### src/rtl/seq_comparator_if.sv
// rtl/seq_comparator_if.sv - request/result bundle for the multi-cycle magnitude comparator
interface seq_comparator_if #(
    parameter int WIDTH = 32,
    parameter int CW    = 4
);
    logic             start;
    logic [WIDTH-1:0] a;
    logic [WIDTH-1:0] b;
    logic             signed_mode;
    logic             zero_mode;
    logic             busy;
    logic             done;
    logic             eq;
    logic             less;
    logic             upper;
    logic [CW-1:0]    cycles;

    modport master (
        output start, a, b, signed_mode, zero_mode,
        input  busy, done, eq, less, upper, cycles
    );

    modport slave (
        input  start, a, b, signed_mode, zero_mode,
        output busy, done, eq, less, upper, cycles
    );
endinterface

### src/rtl/seq_comparator.sv
// rtl/seq_comparator.sv - MSB-first digit-serial magnitude comparator with start/busy/done handshake
module seq_comparator #(
    parameter int WIDTH      = 32,
    parameter int DIGIT      = 4,
    parameter int EARLY_EXIT = 1
) (
    input  logic             clk,
    input  logic             rst_n,
    seq_comparator_if.slave  bus
);
    localparam int NDIG = WIDTH / DIGIT;
    localparam int IW   = (NDIG > 1) ? $clog2(NDIG) : 1;
    localparam int CW   = $clog2(NDIG + 1);

    typedef enum logic {IDLE, SCAN} state_t;

    state_t           state_q, state_d;
    logic [WIDTH-1:0] op_a_q, op_a_d;
    logic [WIDTH-1:0] op_b_q, op_b_d;
    logic [IW-1:0]    idx_q, idx_d;
    logic             rec_lt_q, rec_lt_d;
    logic             rec_gt_q, rec_gt_d;
    logic             eq_q, eq_d;
    logic             less_q, less_d;
    logic             upper_q, upper_d;
    logic             done_q, done_d;
    logic [CW-1:0]    cycles_q, cycles_d;

    logic [DIGIT-1:0] dig_a, dig_b;
    logic             diff, first, new_lt, new_gt, fin;

    assign dig_a = op_a_q[(NDIG - 1 - int'(idx_q)) * DIGIT +: DIGIT];
    assign dig_b = op_b_q[(NDIG - 1 - int'(idx_q)) * DIGIT +: DIGIT];

    always_comb begin
        state_d  = state_q;
        op_a_d   = op_a_q;
        op_b_d   = op_b_q;
        idx_d    = idx_q;
        rec_lt_d = rec_lt_q;
        rec_gt_d = rec_gt_q;
        eq_d     = eq_q;
        less_d   = less_q;
        upper_d  = upper_q;
        cycles_d = cycles_q;
        done_d   = 1'b0;
        diff     = (dig_a != dig_b);
        first    = diff && !rec_lt_q && !rec_gt_q;
        new_lt   = rec_lt_q || (first && (dig_a < dig_b));
        new_gt   = rec_gt_q || (first && (dig_a > dig_b));
        fin      = ((EARLY_EXIT != 0) && diff) || (idx_q == IW'(NDIG - 1));

        case (state_q)
            IDLE: begin
                if (bus.start) begin
                    op_a_d = bus.a;
                    op_b_d = bus.zero_mode ? '0 : bus.b;
                    // Biasing the sign bit turns a two's-complement compare into an unsigned one.
                    if (bus.signed_mode) begin
                        op_a_d[WIDTH-1] = ~op_a_d[WIDTH-1];
                        op_b_d[WIDTH-1] = ~op_b_d[WIDTH-1];
                    end
                    eq_d     = 1'b0;
                    less_d   = 1'b0;
                    upper_d  = 1'b0;
                    rec_lt_d = 1'b0;
                    rec_gt_d = 1'b0;
                    idx_d    = '0;
                    state_d  = SCAN;
                end
            end
            SCAN: begin
                rec_lt_d = new_lt;
                rec_gt_d = new_gt;
                if (fin) begin
                    eq_d     = !new_lt && !new_gt;
                    less_d   = new_lt;
                    upper_d  = new_gt;
                    cycles_d = CW'(idx_q) + CW'(1);
                    done_d   = 1'b1;
                    state_d  = IDLE;
                end else begin
                    idx_d = idx_q + IW'(1);
                end
            end
            default: state_d = IDLE;
        endcase
    end

    always_ff @(posedge clk or negedge rst_n) begin
        if (!rst_n) begin
            state_q  <= IDLE;
            op_a_q   <= '0;
            op_b_q   <= '0;
            idx_q    <= '0;
            rec_lt_q <= 1'b0;
            rec_gt_q <= 1'b0;
            eq_q     <= 1'b0;
            less_q   <= 1'b0;
            upper_q  <= 1'b0;
            done_q   <= 1'b0;
            cycles_q <= '0;
        end else begin
            state_q  <= state_d;
            op_a_q   <= op_a_d;
            op_b_q   <= op_b_d;
            idx_q    <= idx_d;
            rec_lt_q <= rec_lt_d;
            rec_gt_q <= rec_gt_d;
            eq_q     <= eq_d;
            less_q   <= less_d;
            upper_q  <= upper_d;
            done_q   <= done_d;
            cycles_q <= cycles_d;
        end
    end

    assign bus.busy   = (state_q == SCAN);
    assign bus.done   = done_q;
    assign bus.eq     = eq_q;
    assign bus.less   = less_q;
    assign bus.upper  = upper_q;
    assign bus.cycles = cycles_q;
endmodule
### src/flat_wrapper.sv
// flat-port wrapper written by rule: the top's interface ports become plain ports
module seq_comparator_flat 
#(
    parameter int WIDTH      = 32,
    parameter int DIGIT      = 4,
    parameter int EARLY_EXIT = 1
)
  (clk, rst_n, bus_start, bus_a, bus_b, bus_signed_mode, bus_zero_mode, bus_busy, bus_done, bus_eq, bus_less, bus_upper, bus_cycles);
  seq_comparator_if #(.WIDTH(WIDTH)) bus_i ();
  input  logic clk;
  input  logic rst_n;
  input wire logic [$bits(bus_i.start)-1:0] bus_start;
  input wire logic [$bits(bus_i.a)-1:0] bus_a;
  input wire logic [$bits(bus_i.b)-1:0] bus_b;
  input wire logic [$bits(bus_i.signed_mode)-1:0] bus_signed_mode;
  input wire logic [$bits(bus_i.zero_mode)-1:0] bus_zero_mode;
  output wire logic [$bits(bus_i.busy)-1:0] bus_busy;
  output wire logic [$bits(bus_i.done)-1:0] bus_done;
  output wire logic [$bits(bus_i.eq)-1:0] bus_eq;
  output wire logic [$bits(bus_i.less)-1:0] bus_less;
  output wire logic [$bits(bus_i.upper)-1:0] bus_upper;
  output wire logic [$bits(bus_i.cycles)-1:0] bus_cycles;
  assign bus_i.start = bus_start;
  assign bus_i.a = bus_a;
  assign bus_i.b = bus_b;
  assign bus_i.signed_mode = bus_signed_mode;
  assign bus_i.zero_mode = bus_zero_mode;
  assign bus_busy = bus_i.busy;
  assign bus_done = bus_i.done;
  assign bus_eq = bus_i.eq;
  assign bus_less = bus_i.less;
  assign bus_upper = bus_i.upper;
  assign bus_cycles = bus_i.cycles;
  seq_comparator #(.WIDTH(WIDTH), .DIGIT(DIGIT), .EARLY_EXIT(EARLY_EXIT)) u_core (.clk(clk), .rst_n(rst_n), .bus(bus_i));
endmodule
### config.mk
export PLATFORM = sky130hd
export DESIGN_NAME = seq_comparator_flat
export DESIGN_NICKNAME = d
export VERILOG_FILES = /design/src/rtl/seq_comparator_if.sv /design/src/rtl/seq_comparator.sv /design/src/flat_wrapper.sv
export SDC_FILE = /design/constraint.sdc
export NUM_CORES = 1
export LEC_CHECK = 0
export BUFFER_PORTS_ARGS = -buffer_cell sky130_fd_sc_hd__buf_2
export CAP_MARGIN = 20
export CORE_MARGIN = 3
export CORE_UTILIZATION = 49
export DETAILED_ROUTE_END_ITERATION = 8
export PLACE_DENSITY = 0.76
export SLEW_MARGIN = 20
export SYNTH_ARGS = -nofsm -noshare
export SYNTH_HDL_FRONTEND = slang
export SYNTH_SLANG_ARGS = --single-unit
export TNS_END_PERCENT = 30
### constraint.sdc
create_clock -name clk -period 2.5 [get_ports clk]
set_input_delay 0.25 -clock clk [delete_from_list [all_inputs] [get_ports clk]]
set_output_delay 0.25 -clock clk [all_outputs]
set_load 0.02 [all_outputs]
==> results summary, run 1 <==
Setup repair after global routing could not meet its margin everywhere. The slew at the pin closest to its max-slew limit came out at 0.938 ns. Once the clock tree was built, the setup fixing pass inserted 0 buffers. The final worst hold slack came out at between 0.03 and 0.04 ns. The yosys synthesis warning count came out at 0. In this run the worst hold path is classified as in2async.

The fraction of registers with async set/reset came out at between 90% and 100%. STA puts the critical path data arrival time at 2.75 ns. The H-tree depth is 3. The first detailed-routing pass ran for 4 iterations.

The last weighted congestion value of the routability-driven placer is between 0.8 and 0.9. Tracing the worst setup path back leads to its startpoint at u_core.idx_q[0]. The number of remaining DRC errors is 0.

Sequential cells were found to cover 52.6% of the synthesized design area. The non-filler instance count after layout came out at roughly 490. Timing would allow up to 0.397 GHz. The number of antenna violations at the first check in global routing came out at 0.

The clock network latency to the later pin of the worst-skew pair came out at ~0.34 ns. TritonCTS built the clock tree. Among all flip-flop cells after synthesis, the most frequent one is dfrtp_1. The hold violation total from the final report came out at 0. The wire length of the first global-routing pass came out at roughly 12,000 µm.

The floorplan row count is 31. Entering global routing, the biggest net connects 79 pins. Summed over all cells, the static leakage comes to 0.00206 µW. Counting the fill cells in the layout gives around 600.

Across all setup checks in the final design, the least slack found is -0.0181 ns. In this run the horizontal extent of the chip is around 93 µm. The synthesized net count came out at between 300 and 400. The run finished, with violations left. The overall die area came out at 8660 µm². After detailed routing, the number of vias per cell comes to 5.22. The final reports fail on setup timing.

The TritonCTS buffer count is 9. The worst setup path is captured at a register. The relative slew slack came out at a little under two fifths.

The number of distinct library cells after synthesis is 31. Setup total negative slack on the finished layout was measured at -0.0181 ns. The leading area contributor after synthesis is dfrtp_1.

The clock input transition at the sequential cells of the worst setup and hold paths is roughly 0.08 ns. The post-route clock period utilization is 101%. The clock passes through at most 2 buffers. After synthesis the netlist holds a flip-flop and latch count of 78. The post-synthesis area per instance came out at between 10 and 15 µm². The count of maximum capacitance violations came out at 0. The port buffer count is 77. The count of flip-flops with a built-in enable after synthesis is 0. The wire length reported by the detailed router came out at ~7300 µm. In the post-synthesis netlist, the biggest area contributors are dfrtp_1 53%, mux2_2 11%, mux4_2 9.1%. The DRC marker count from the first detailed-route iteration came out at between 150 and 200. The diode insertion count for antenna repair came out at 0. The share of final-layout standard cells stronger than drive strength 1 is between 40% and 50%. Setup violations remaining at the end of the flow were counted as 1. The final net count came out at roughly 460.

Of the post-synthesis cell area, the dominant cell type holds a little over half. The area overhead of the layout relative to synthesis came out at 22.8%. The cell count after synthesis is just over 300. The critical path is of the reg2reg type. The detailed-route wire length per cell is about 15 µm. The cell area that synthesis handed to floorplanning was about 3700 µm². Summed over all nets, the half-perimeter wirelength after detailed placement is ~5300 µm. The count of final max-slew check failures came to 0. The startpoint identified for the worst register-to-register timing path is u_core.idx_q[0].

The number of clock sinks is between 70 and 80. Across the routed clock network, the largest skew measured is around 0.0060 ns. The post-route minimum period is ~2.5 ns.

The total routing resource utilization after global routing came out at between 10% and 20%. The count of boundary I/O pins came out at between 70 and 80. Once detail routing completed, the nets flagged for antenna violations numbered 0. The height of the chip is a little over 90 µm. The cell at the root of the clock tree is clkbuf_8. The biggest fanout along the worst timing path is 5. The count of placed standard cells including taps came out at ~480.

Detailed routing inserted a total of between 2,000 and 3,000 vias. The core footprint is ~7300 µm². The worst IR drop on VDD came out at 367 µV.

Power spread over the standard cell area amounts to about 970 nW/µm². The number of global-route vias before repair is between 2,000 and 3,000. For the worst setup path, the data required time is 2.73 ns. The worst setup path is launched from a register.

The design draws ~4400 µW. The overflow left after global routing came out at 0. Once the floorplan was initialized, standard cells occupied between 50 and 60% of the core.
metrics by stage:
step | worst slack (ns) | utilization [%] | cell area, µm²
final | -0.0181 | 62.5 | 4560
after global placement | 0.0320 | 58.6 | 4280
after global routing | -0.0948 | 62.5 | 4560
after floorplan | 0.00923 | - | 3740
after CTS | -0.0265 | 62.2 | 4540
after detailed placement | -0.0170 | 58.6 | 4280
cells in the final DEF, fill, tap and decap left out, drive strengths merged, types with 3 or more instances in the layout:
| cell type | netlist | routed |
|---|---|---|
| buf | 12 | 91 |
| dfrtp | 78 | 78 |
| nand2 | 40 | 40 |
| o21ai | 38 | 38 |
| mux2 | 37 | 37 |
| nand2b | 32 | 32 |
| mux4 | 16 | 16 |
| clkbuf | 8 | 13 |
| nand3 | 7 | 7 |
| ha | 6 | 6 |
| inv | 5 | 5 |
| a21oi | 4 | 4 |
| mux2i | 4 | 4 |
| nor2 | 3 | 3 |
metal layers:
metal | wire (µm) | GRT usage [%] | vias to the layer above
li1 | - | - | 1235
met1 | 3260 | 24.2 | 1259
met2 | 3580 | 28.9 | 61
met3 | 327 | 2.90 | 11
met4 | 157 | 7.57 | 0
met5 | 0 | 0 | -
area by class of cell:
type	count	area (µm²)	area share (%)
clock buffer	13	159	3.48
clock inverter	3	42.5	0.933
inverter	5	18.8	0.412
multi-input combinational	203	1740	38.1
sequential	78	1950	42.8
tap	99	124	2.72
timing repair buffer	91	529	11.6
worst max-delay path: stages, from the launching register on:
cell	delay, ns
dfrtp_1	0.42
buf_6	0.15
mux4_2	0.50
mux2_4	0.30
ha_4	0.24
nor2b_1	0.14
o31ai_2	0.26
a211oi_2	0.14
o31a_1	0.26
cells in the mapped netlist (2+ instances only):
master     n
nand3_1    7
nor2b_1    2
inv_1      5
buf_4      2
mux2_2    37
nor2_1     3
o31ai_1    2
mux2i_1    4
ha_1       6
nor3_1     2
o21ai_0   37
buf_2      8
nand2b_1  31
dfrtp_1   78
nand2_1   40
clkbuf_1   8
mux4_2    15
buf_6      2
a21oi_1    4
xnor2_1    2
cells by family after synthesis:
logic type      Yosys count  share of synthesized area [%]
flops                    78                           52.6
buf+inv                  25                           3.40
xor+xnor                  2                          0.472
compound gates           50                           7.55
mux                      57                           22.1
fa+ha+maj                 6                           2.02
simple gates             88                           11.9
repair_timing:
item / in CTS / in global routing
hold buffers: 0 / 0
gates resized for setup: 9 / 6
endpoints found under the setup margin: 3 / 11
pin swaps: 4 / 1
power breakdown:
part	internal, µW	leakage [µW]	switching, µW	total (µW)
Clock	515	0.0000996	438	953
Sequential	1630	0.000976	226	1850
Combinational	891	0.000986	713	1600
Total	3030	0.00206	1380	4410
state kept, by name, summed over array words and instances (netlist names):
| register | count |
|---|---|
| u_core.idx_q | 3 |
| u_core.bus.less | 1 |
| u_core.op_b_q | 32 |
| u_core.op_a_q | 32 |
| u_core.bus.done | 1 |
| u_core.bus.upper | 1 |
| u_core.bus.busy | 1 |
| u_core.bus.eq | 1 |
| u_core.rec_gt_q | 1 |
| u_core.rec_lt_q | 1 |
| u_core.bus.cycles | 4 |
path summary, 6_finish.rpt:
path | end | slack (ns) | cells after the start
worst max-delay path | u_core.bus.upper | -0.02 | 8
worst min-delay path | u_core.op_a_q[7] | 0.04 | 1
worst max register to register | u_core.bus.upper | -0.02 | 8
worst min register to register | u_core.op_b_q[22] | 0.48 | 2
max in group asynchronous | u_core.op_b_q[4] | 1.84 | 1
min in group clk | u_core.op_a_q[15] | 0.13 | 2
Power figures use the tool's default switching activity.
==> run 2, diff against run 1 <==
- CORE_UTILIZATION: 49 -> 59
- PLACE_DENSITY: 0.76 -> 0.85
- RECOVER_POWER: not set -> 50
- clock period: 2.5 -> 3.2 ns (I/O delays scaled with it)
==> run 2 against run 1 <==
  * The run ends with capacitance limit, slew limit left
  * Register-to-register slack better by 0.46 ns
  * Global-route usage up 5.3 points
  * Critical path type unchanged
  * Critical endpoint is now u_core.bus.cycles[2]
  * Worst setup slack better by 0.46 ns
  * Worst hold slack better by 0.16 ns
  * Routed wire length up 4.8%
  * Flip-flop and latch count unchanged
  * Clock skew about the same
==> results summary, run 2 (synthesis results as in run 1) <==
The post-cts resize count was 0 (-9). The TritonCTS buffer count is 9 (unchanged). The achievable frequency came out at 0.362 GHz (-8.8%). The count of boundary I/O pins came out at 78 (unchanged). In this run the clock root is driven by a clkbuf_8. The clock input transition at the sequential cells of the worst setup and hold paths was 0.08 ns (about the same). The total negative setup slack came to 0 ns (+0.0181 ns). On the critical path, the stage with the largest delay is an instance of mux4_1. The number of buffers between clock root and the deepest sink came to 2 (unchanged). The clock skew came to 0.00634 ns (+0.000312 ns). The number of stages on the worst hold path is 2.

The via count of the routed design came out at 2,565 (-0.039%). Leaving out fill and tap cells, the most frequent cells in the layout are 78 x dfrtp_1, 72 x buf_2, 40 x nand2_1. The number of global-route vias before repair came out at 2,674 (+6.3%). The switching part of the total came out at 33.1% (+1.9 points).

STA classifies the critical path startpoint as a register. In this run the worst hold path is classified as in2reg. The number of buffers inserted by post-CTS setup repair was 0 (unchanged). The total power density per cell area came out at 726 nW/µm² (-25%). The mean number of vias per cell came out at 5.60 (+7.4%). The endpoint of the worst register-to-register path is u_core.bus.cycles[2].

The total routing resource utilization after global routing was 23.2% (+5.3 points). The height of the chip is 85.3 µm (-8.3%). The DRC marker count from the first detailed-route iteration is 120 (-23%). The final-report setup violation count came to 0 (-1).

The portion of total power attributed to combinational logic came to 32.4% (-4.0 points). The clock share of power is 20.3% (-1.3 points). The run finished, with violations left. The combined area of the multi-input logic cells is 1640 µm² (-5.8%). The overflow left after global routing came out at 0 (unchanged). The sequential cell area is 1950 µm² (unchanged). The path with the worst hold slack has its endpoint at u_core.op_a_q[25].

The kind of critical path is reg2reg. The internal reg-to-reg setup slack is 0.44 ns (+0.46 ns). The count of maximum capacitance violations came to 1 (+1).

The buffer and inverter count on the worst path came out at 1 (unchanged). The width of the chip came out at 85.3 µm (-8.3%). The count of final max-slew check failures is 79 (+79). The worst setup path is captured at a register. The wire length of the first global-routing pass came out at 13,000 µm (+7.4%). The relative contribution of sequential cells to total power came out at 47.3% (+5.3 points). The number of routed nets with antenna violations came to 0 (unchanged). Setup repair after global routing left no endpoint under its margin. The number of clock sinks came out at 78 (unchanged).

The startpoint identified for the worst hold timing path is bus_a[25]. The slew at the pin closest to its max-slew limit came to 1.88 ns (+0.942 ns). The last weighted congestion value of the routability-driven placer was 0.786 (-5.8%).

TritonCTS built the clock tree. The area overhead of the layout relative to synthesis came out at 15.1%. The share of final-layout standard cells stronger than drive strength 1 came to 38.6% (-5.1 points). The starting utilization of the core area was 62.0% (+11 points).

The worst IR drop on VDD is 399 µV (+8.7%). The critical path arrival is 3.00 ns (+0.25 ns). The cell that appears most often on the critical path is mux2_2. The H-tree depth came to 3 (unchanged). The HPWL after detailed placement came out at 5740 µm (+8.7%).

The number of antenna violations at the first check in global routing is 0 (unchanged). The port buffer count came out at 77 (unchanged). The hold violation total from the final report came to 0 (unchanged). The endpoint required time on the critical path was 3.44 ns (+0.71 ns). The net switching component of the power came out at 1030 µW (-25%).

The hold buffer count at CTS came to 0 (unchanged). The delay of the slowest cell on the worst path came out at 0.57 ns (+0.07 ns). The maximum number of pins on one net before global-route repair came out at 79 (unchanged). The number of cells traversed by the worst register-to-register path came out at 7 (-1). The post-route clock period utilization came to 86.3% (-14 points). The cell internal power dissipation is 2080 µW (-32%). The clock network latency to the later pin of the worst-skew pair came out at 0.35 ns (about the same).

The biggest fanout along the worst timing path is 10 (+5). The startpoint identified for the worst register-to-register timing path is u_core.idx_q[0]. The gate family responsible for the most delay along the worst path is multiplexers. The length of the first detailed-routing pass in iterations came out at 4 (unchanged). The core footprint is 5990 µm² (-18%). The number of fillers in the final layout came out at 422 (-30%).

The final net count is 453 (-2.2%). The most common cell after layout, fill and taps aside is dfrtp_1. The overall die area came out at 7280 µm² (-16%).

The checks that failed: capacitance limit, slew limit. The wire length reported by the detailed router is 7670 µm (+4.8%). The critical path goes through buf_4 > mux4_1 > mux2_2 > ha_1 > nand4_1 > o21ai_2 > mux2_2. The post-route minimum period came out at 2.76 ns (+0.244 ns). The standby leakage power came out at 0.00196 µW (-5.2%). The floorplan row count came out at 28 (-9.7%).

The detailed-route wire length per cell is 16.8 µm (+13%). The number of remaining DRC errors was 0 (unchanged). The relative slew slack is -25.4% (-63 points). The diode insertion count for antenna repair was 0 (unchanged).

The total power draw came out at 3110 µW (-30%).
run 2: cell count changes in the layout (fill, tap and decap cells not counted), moves of 4 or more:
cell,change
clkinv_2,+4
ha_1,+4
buf_2,-4
buf_4,-6
ha_4,-4
mux2_4,-5
mux2_2,+5
run 2: area by class of cell:
class	count	share of cell area, %
Inverter	5	0.439
Tap cell	75	2.19
Clock inverter	7	0.966
Sequential cell	78	45.7
Timing Repair Buffer	81	9.60
Clock buffer	9	2.90
Multi-Input combinational cell	203	38.2
run 2: routing by layer:
metal,GRT usage (%),share of wire (%),routed length (µm)
met2,39.0,51,3910
met3,5.05,5.6,430
met1,29.3,41,3150
met5,0,0,0
met4,9.06,2.3,178
run 2: worst register-to-register path, stage by stage, from the launching register on:
cell     delay, ns
dfrtp_1       0.35
buf_4         0.21
mux4_1        0.57
mux2_2        0.28
ha_1          0.32
nand4_1       0.19
o21ai_2       0.36
mux2_2        0.39
run 2: per-stage QoR:
stage	cells	area, µm²	hold WS, ns	utilization [%]	setup slack [ns]
2_1_floorplan	306	3710	0.0244	-	0.650
3_3_place_gp	442	4120	0.458	68.7	0.531
3_5_place_dp	442	4120	0.466	68.7	0.432
5_1_grt	458	4280	0.193	71.4	0.228
4_1_cts	458	4280	0.158	71.5	0.416
6_report	458	4280	0.200	71.4	0.438
run 2: power by group through the flow:
stage | Combinational (µW) | Sequential [µW] | Clock [µW]
6_report | 1010 | 1470 | 629
5_1_grt | 1130 | 1500 | 690
4_1_cts | 1020 | 1470 | 642
3_5_place_dp | 1020 | 1490 | 0
3_3_place_gp | 963 | 1470 | 0
2_1_floorplan | 776 | 1430 | 0
run 2: worst max path at each step:
stage               slack, ns              endpoint       startpoint  cells after the start
finish                   0.44  u_core.bus.cycles[2]  u_core.idx_q[0]                      7
detailed placement       0.43  u_core.bus.cycles[2]  u_core.idx_q[0]                      7
CTS                      0.42  u_core.bus.cycles[2]  u_core.idx_q[0]                      7
global placement         0.53  u_core.bus.cycles[1]  u_core.idx_q[0]                      7
global route             0.23  u_core.bus.cycles[2]  u_core.idx_q[0]                      7
floorplan                0.65  u_core.bus.cycles[1]  u_core.idx_q[0]                      7
